## config.mk

```make
export PLATFORM = sky130hd
export DESIGN_NAME = mult_div_unit
export DESIGN_NICKNAME = d
export VERILOG_FILES = /design/src/rtl/mdu_pkg.sv /design/src/rtl/mult_div_unit.sv
export SDC_FILE = /design/constraint.sdc
export NUM_CORES = 1
export LEC_CHECK = 0
export CORE_ASPECT_RATIO = 0.75
export CORE_MARGIN = 2
export CORE_UTILIZATION = 40
export DETAILED_ROUTE_END_ITERATION = 12
export GPL_TIMING_DRIVEN = 0
export HOLD_SLACK_MARGIN = 0.15
export PLACE_DENSITY_LB_ADDON = 0.1
export SETUP_SLACK_MARGIN = 0.15
export SLEW_MARGIN = 0
export SYNTH_ARGS = -nofsm -noshare
export SYNTH_HDL_FRONTEND = slang
export SYNTH_SLANG_ARGS = --single-unit
export TNS_END_PERCENT = 10
```

## constraint.sdc

```tcl
create_clock -name clk -period 9.5 [get_ports clk]
set_input_delay 1.9 -clock clk [delete_from_list [all_inputs] [get_ports clk]]
set_output_delay 1.9 -clock clk [all_outputs]
set_load 0.1 [all_outputs]
```

## src/rtl/mdu_pkg.sv

```systemverilog
// Shared definitions for the iterative multiply/divide unit: operation
// encodings, controller states and the iteration count.
package mdu_pkg;

    typedef enum logic [1:0] {
        OP_MULT  = 2'b00,
        OP_MULTU = 2'b01,
        OP_DIV   = 2'b10,
        OP_DIVU  = 2'b11
    } mdu_op_e;

    typedef enum logic [1:0] {
        S_IDLE   = 2'd0,
        S_CALC   = 2'd1,
        S_FINISH = 2'd2
    } mdu_state_e;

    localparam int MDU_ITER = 32;

    function automatic logic is_div(input logic [1:0] o);
        return (o == OP_DIV) || (o == OP_DIVU);
    endfunction

    function automatic logic is_signed_op(input logic [1:0] o);
        return (o == OP_MULT) || (o == OP_DIV);
    endfunction

    // Two's-complement negate when neg is set; used for magnitudes and sign fix-up.
    function automatic logic [31:0] neg32(input logic [31:0] v, input logic neg);
        return neg ? (~v + 32'd1) : v;
    endfunction

endpackage

```

## src/rtl/mult_div_unit.sv

```systemverilog
// Iterative 32x32 multiply / 32/32 divide unit: one shift-add or restoring
// divide step per cycle over 32 cycles, with sign correction on completion.
module mult_div_unit
    import mdu_pkg::*;
(
    input  logic        clk,
    input  logic        rst_n,
    input  logic        start,
    input  logic [1:0]  op,
    input  logic [31:0] srcA,
    input  logic [31:0] srcB,
    output logic        busy,
    output logic        done,
    output logic [31:0] hi,
    output logic [31:0] lo,
    output logic        div_zero
);

    // Handshake: start is only looked at while busy=0; busy rises on the edge
    // that accepts start and falls on the completion edge, which also raises
    // done for exactly one cycle with hi/lo/div_zero already updated.

    mdu_state_e state, state_nxt;

    logic        div_q;
    logic        neg_q;
    logic        neg_r;
    logic        dz_q;
    logic [5:0]  cnt;
    logic [63:0] acc;
    logic [31:0] opb;

    logic        a_neg;
    logic        b_neg;
    logic        req_div_zero;
    logic [32:0] mul_sum;
    logic [32:0] div_trial;
    logic [63:0] iter_acc;
    logic [63:0] prod_fix;
    logic [31:0] res_hi;
    logic [31:0] res_lo;
    logic        res_dz;

    assign a_neg        = is_signed_op(op) & srcA[31];
    assign b_neg        = is_signed_op(op) & srcB[31];
    assign req_div_zero = is_div(op) && (srcB == 32'd0);
    assign busy         = (state != S_IDLE);

    always_comb begin
        state_nxt = state;
        case (state)
            S_IDLE: begin
                if (start) begin
                    state_nxt = req_div_zero ? S_FINISH : S_CALC;
                end
            end
            S_CALC: begin
                if (cnt == 6'(MDU_ITER - 1)) begin
                    state_nxt = S_FINISH;
                end
            end
            S_FINISH: state_nxt = S_IDLE;
            default:  state_nxt = S_IDLE;
        endcase
    end

    always_ff @(posedge clk or negedge rst_n) begin
        if (!rst_n) begin
            state <= S_IDLE;
        end else begin
            state <= state_nxt;
        end
    end

    // Multiply keeps {partial product, remaining multiplier} in acc; divide keeps
    // {partial remainder, remaining dividend / quotient bits} in acc.
    assign mul_sum   = {1'b0, acc[63:32]} + {1'b0, opb};
    assign div_trial = acc[63:31] - {1'b0, opb};

    always_comb begin
        iter_acc = acc;
        if (div_q) begin
            if (div_trial[32]) begin
                iter_acc = {acc[62:0], 1'b0};
            end else begin
                iter_acc = {div_trial[31:0], acc[30:0], 1'b1};
            end
        end else begin
            if (acc[0]) begin
                iter_acc = {mul_sum, acc[31:1]};
            end else begin
                iter_acc = {1'b0, acc[63:32], acc[31:1]};
            end
        end
    end

    assign prod_fix = neg_q ? (~acc + 64'd1) : acc;

    // On divide-by-zero acc[31:0] carries the raw dividend, which becomes hi.
    always_comb begin
        res_hi = 32'd0;
        res_lo = 32'd0;
        res_dz = 1'b0;
        if (dz_q) begin
            res_hi = acc[31:0];
            res_lo = 32'hFFFF_FFFF;
            res_dz = 1'b1;
        end else if (div_q) begin
            res_hi = neg32(acc[63:32], neg_r);
            res_lo = neg32(acc[31:0], neg_q);
        end else begin
            res_hi = prod_fix[63:32];
            res_lo = prod_fix[31:0];
        end
    end

    always_ff @(posedge clk or negedge rst_n) begin
        if (!rst_n) begin
            div_q    <= 1'b0;
            neg_q    <= 1'b0;
            neg_r    <= 1'b0;
            dz_q     <= 1'b0;
            cnt      <= 6'd0;
            acc      <= 64'd0;
            opb      <= 32'd0;
            hi       <= 32'd0;
            lo       <= 32'd0;
            div_zero <= 1'b0;
            done     <= 1'b0;
        end else begin
            done <= 1'b0;
            case (state)
                S_IDLE: begin
                    if (start) begin
                        div_q <= is_div(op);
                        neg_q <= a_neg ^ b_neg;
                        neg_r <= a_neg;
                        dz_q  <= req_div_zero;
                        cnt   <= 6'd0;
                        opb   <= neg32(srcB, b_neg);
                        if (req_div_zero) begin
                            acc <= {32'd0, srcA};
                        end else begin
                            acc <= {32'd0, neg32(srcA, a_neg)};
                        end
                    end
                end
                S_CALC: begin
                    acc <= iter_acc;
                    cnt <= cnt + 6'd1;
                end
                S_FINISH: begin
                    hi       <= res_hi;
                    lo       <= res_lo;
                    div_zero <= res_dz;
                    done     <= 1'b1;
                end
                default: ;
            endcase
        end
    end

endmodule

```

==> flow_metrics.tcl <==
set metrics [dict create \
    drt-initial-drc-count 1523 \
    slew_violations 0 \
    grt_max_degree 92 \
    place.gp.congestion 0.941 \
    grt_pass1_vias 13664 \
    port_buffers 135 \
    rows 60 \
    cts_buffers 17 \
    crit_fanout 10 \
    grt_pass1_wl_mm 83.0 \
    synth-edff-count 0 \
    setup_viol 0 \
    grt_setup_unrepaired "false" \
    finish.utilization_pct 47.5 \
    ys_seq_elements 174 \
    max_freq_mhz 178 \
    remaining_drc_errors 0 \
    crit_type "primary input to register" \
    crit_path_start_kind "primary input" \
    synth_cell_types 76 \
    cell_internal_pwr_mw 3.07 \
    diodes 0 \
    hpwl_mm 43.3 \
    dieArea_mm2 0.0375 \
    regToRegStartpoint "acc[31]" \
    wl_mm 54.8 \
    arrival_ps 6000 \
    yosysWarnings 0 \
    hp-class "register to register" \
    power_switching_mw 3.68 \
    core_mm2 0.0357 \
    yosysSeqAreaShare_pct 30.3 \
    antenna_found_initial 0 \
    hold_path.startpoint "lo[0]" \
    cts-resized-gates 0 \
    num_vias 14631 \
    fill_cells 3586 \
    syn_inst 1795 \
    finalNonFillerCells 2428 \
    start_util_pct 40.3 \
    syn-num-nets 1935 \
    vias_per_cell 6.03 \
    status "complete, no violations" \
    clock_power_share_pct 10.7 \
    htree_levels 4 \
    ant_nets 0 \
    dieWidth_um 223 \
    cts.sinks 174 \
    hold_violations 0 \
    max-vdd-ir-drop_uv 167 \
    wl_per_cell_um 22.6 \
    ys_async_sr_fraction_pct 100 \
    overflow 0 \
    ctsHoldBuffers 0 \
    place_inst 2396 \
    fin_nets 2090 \
    firstDrtPassIters 6 \
    post_cts_buffers 0 \
    min_delay_worst_endpoint "lo[0]" \
    timing.rr.end "acc[59]" \
    max_cap_viol_count 0 \
    worst_slew_pin_slew_ps 1290 \
    clkTransAtPathRegs_ps 80 \
    fin_setup_tns_ps 0 \
    drive_gt1_share_pct 3.52 \
    ff2ff_setup_slack_ps 3930 \
    synth_area_mm2 0.0144 \
    grtUsageTotal_pct 29.1 \
    ios 136 \
    p_leak_nw 6.93 \
    ff2ff_path_depth 13 \
    period_needed_ps 5620 \
    cts_root_buf "clkbuf_16" \
    crit_required_ps 9880 \
    fin_skew_ps 13.5 \
    pwr-share-comb_pct 68.9 \
    die_y_um 168 \
    switching_share_pct 54.5 \
    crit_path_end_kind "register" \
    hold_path_depth 2 \
    clockBufferDepth 2 \
    syn_avg_cell_area_um2 8.01 \
    p_per_area_mw_per_mm2 399 \
    ys.flop_type "dfrtp_1" \
    slew_headroom_pct 11.7 \
    clock_latency_ps 470 \
    p_seq_share_pct 20.4 \
    cts_tree "yes" \
    areaGrowthSynthToFinish_pct 17.7 \
    finalCritPeriodShare_pct 59.1 \
]
## synth_stat cells (all sizes together) (11+ instances only)
cell    number  area [um^2]
mux2i       65          651
o21ai      196          981
a21oi      154          774
and3        15         93.8
clkbuf      99          462
nor2       161          604
o221ai      13          114
nand4       14         87.6
ha          69          863
o211ai      18          135
a31oi       16          100
or4         22          188
a21o        13         97.6
xnor2       99          867
a211oi      12         90.1
inv         59          221
buf         11         58.8
nor4        18          119
nor3        30          150
nand2      190          713
dfrtp      174         4350
o31ai       31          238
nor2b       14         87.6
xor2        68          596
o22ai       36          225
o41ai       18          158
nand3       28          140
nand2b      23          144
## worst max-delay path: stages
cell and delay, ps:
clkdlybuf4s50_1 480, or4_1 620, nor4_1 870, and4_1 530, and4b_1 240, clkbuf_1 320, nor2_1 130, clkbuf_1 300
o31ai_1 170, xnor2_1 160, nor2_1 80, o22ai_1 190
## metrics by stage
step	cell area [um^2]	hold slack, ps	setup WS [ps]	power [mW]
final	16900	484	3880	6.75
after global placement	16300	458	-1150	5.86
after global routing	16900	508	3520	7.23
after detailed placement	16400	466	3480	5.88
after CTS	16900	483	3960	6.63
after floorplan	14400	460	5010	4.52
## placed cells by master, fill, tap and decap left out, types with 8 or more instances in the layout
master / synthesis / routed
nor2b_1: 14 / 14
mux2i_1: 65 / 65
nor2_1: 161 / 160
xnor2_1: 99 / 99
clkbuf_16: 0 / 17
nor3_1: 30 / 30
o21bai_1: 8 / 8
nand3_1: 28 / 28
nor4_1: 17 / 17
clkdlybuf4s50_1: 0 / 134
a211oi_1: 12 / 12
o21ai_0: 195 / 195
o22ai_1: 36 / 36
o41ai_1: 18 / 18
nand2b_1: 23 / 23
o21a_1: 10 / 10
and3_1: 15 / 15
xor2_1: 68 / 68
clkbuf_1: 90 / 90
a31oi_1: 16 / 16
o31ai_1: 30 / 30
a21oi_1: 153 / 153
clkbuf_8: 9 / 10
dfrtp_1: 174 / 174
nand2_1: 190 / 190
or4_1: 16 / 16
nand4_1: 14 / 14
inv_1: 59 / 59
o211ai_1: 18 / 18
and2_1: 10 / 10
a21o_1: 13 / 13
ha_1: 69 / 69
o221ai_1: 13 / 13
## logic make-up after synthesis
group	after synthesis	synth area share [%]
and+or+nand+nor	555	18.2
adders and majority gates	71	6.28
xor gates and xnor gates	167	10.2
DFF	174	30.3
AOI/OAI and AO/OA	588	25.1
buffers and inverters	173	5.34
muxes	67	4.68
## routing by layer
layer	global-route usage, %	wire length, um	part of all wire, %	up-vias
met4	6.65	767	1.4	0
met3	8.34	5940	11	47
met5	0	0	0	-
met2	39.6	21600	39	682
met1	44.5	26500	48	7074
li1	-	-	-	6828
## worst max-delay path by stage
stage                   end    start  slack (ps)  depth (start not counted)
floorplan           acc[13]  srcB[6]        5010                         11
global placement    acc[62]    rst_n       -1150                          1
detailed placement   acc[9]  srcB[6]        3480                         12
CTS                  acc[9]  srcB[6]        3960                         12
global route        acc[28]  srcB[6]        3520                         12
finish              acc[21]  srcB[6]        3880                         12
## power by group through the flow
stage          clock network, mW  registers, mW  logic, mW
2_1_floorplan                  0           1.29       3.23
3_3_place_gp                   0           1.37       4.48
3_5_place_dp                   0           1.38       4.50
4_1_cts                    0.727           1.36       4.53
5_1_grt                    0.759           1.40       5.07
6_report                   0.722           1.38       4.65
## state kept, by name (all words and copies together), names as in the netlist, 2 cells and up
name,cells
lo,32
cnt,6
hi,32
state,2
opb,32
acc,64
## cell type report
cell class                 count  area (um^2)  area share [%]
inverter                      61          229            1.35
buffer                       112          539            3.18
tap                          465          582            3.44
clock buffer                  18          439            2.59
sequential                   174         4350            25.7
multi-input combinational   1448         9270            54.7
timing repair buffer         136         1380            8.17
clock inverter                14          143           0.842
No activity file was read; power rests on OpenSTA's default activity.
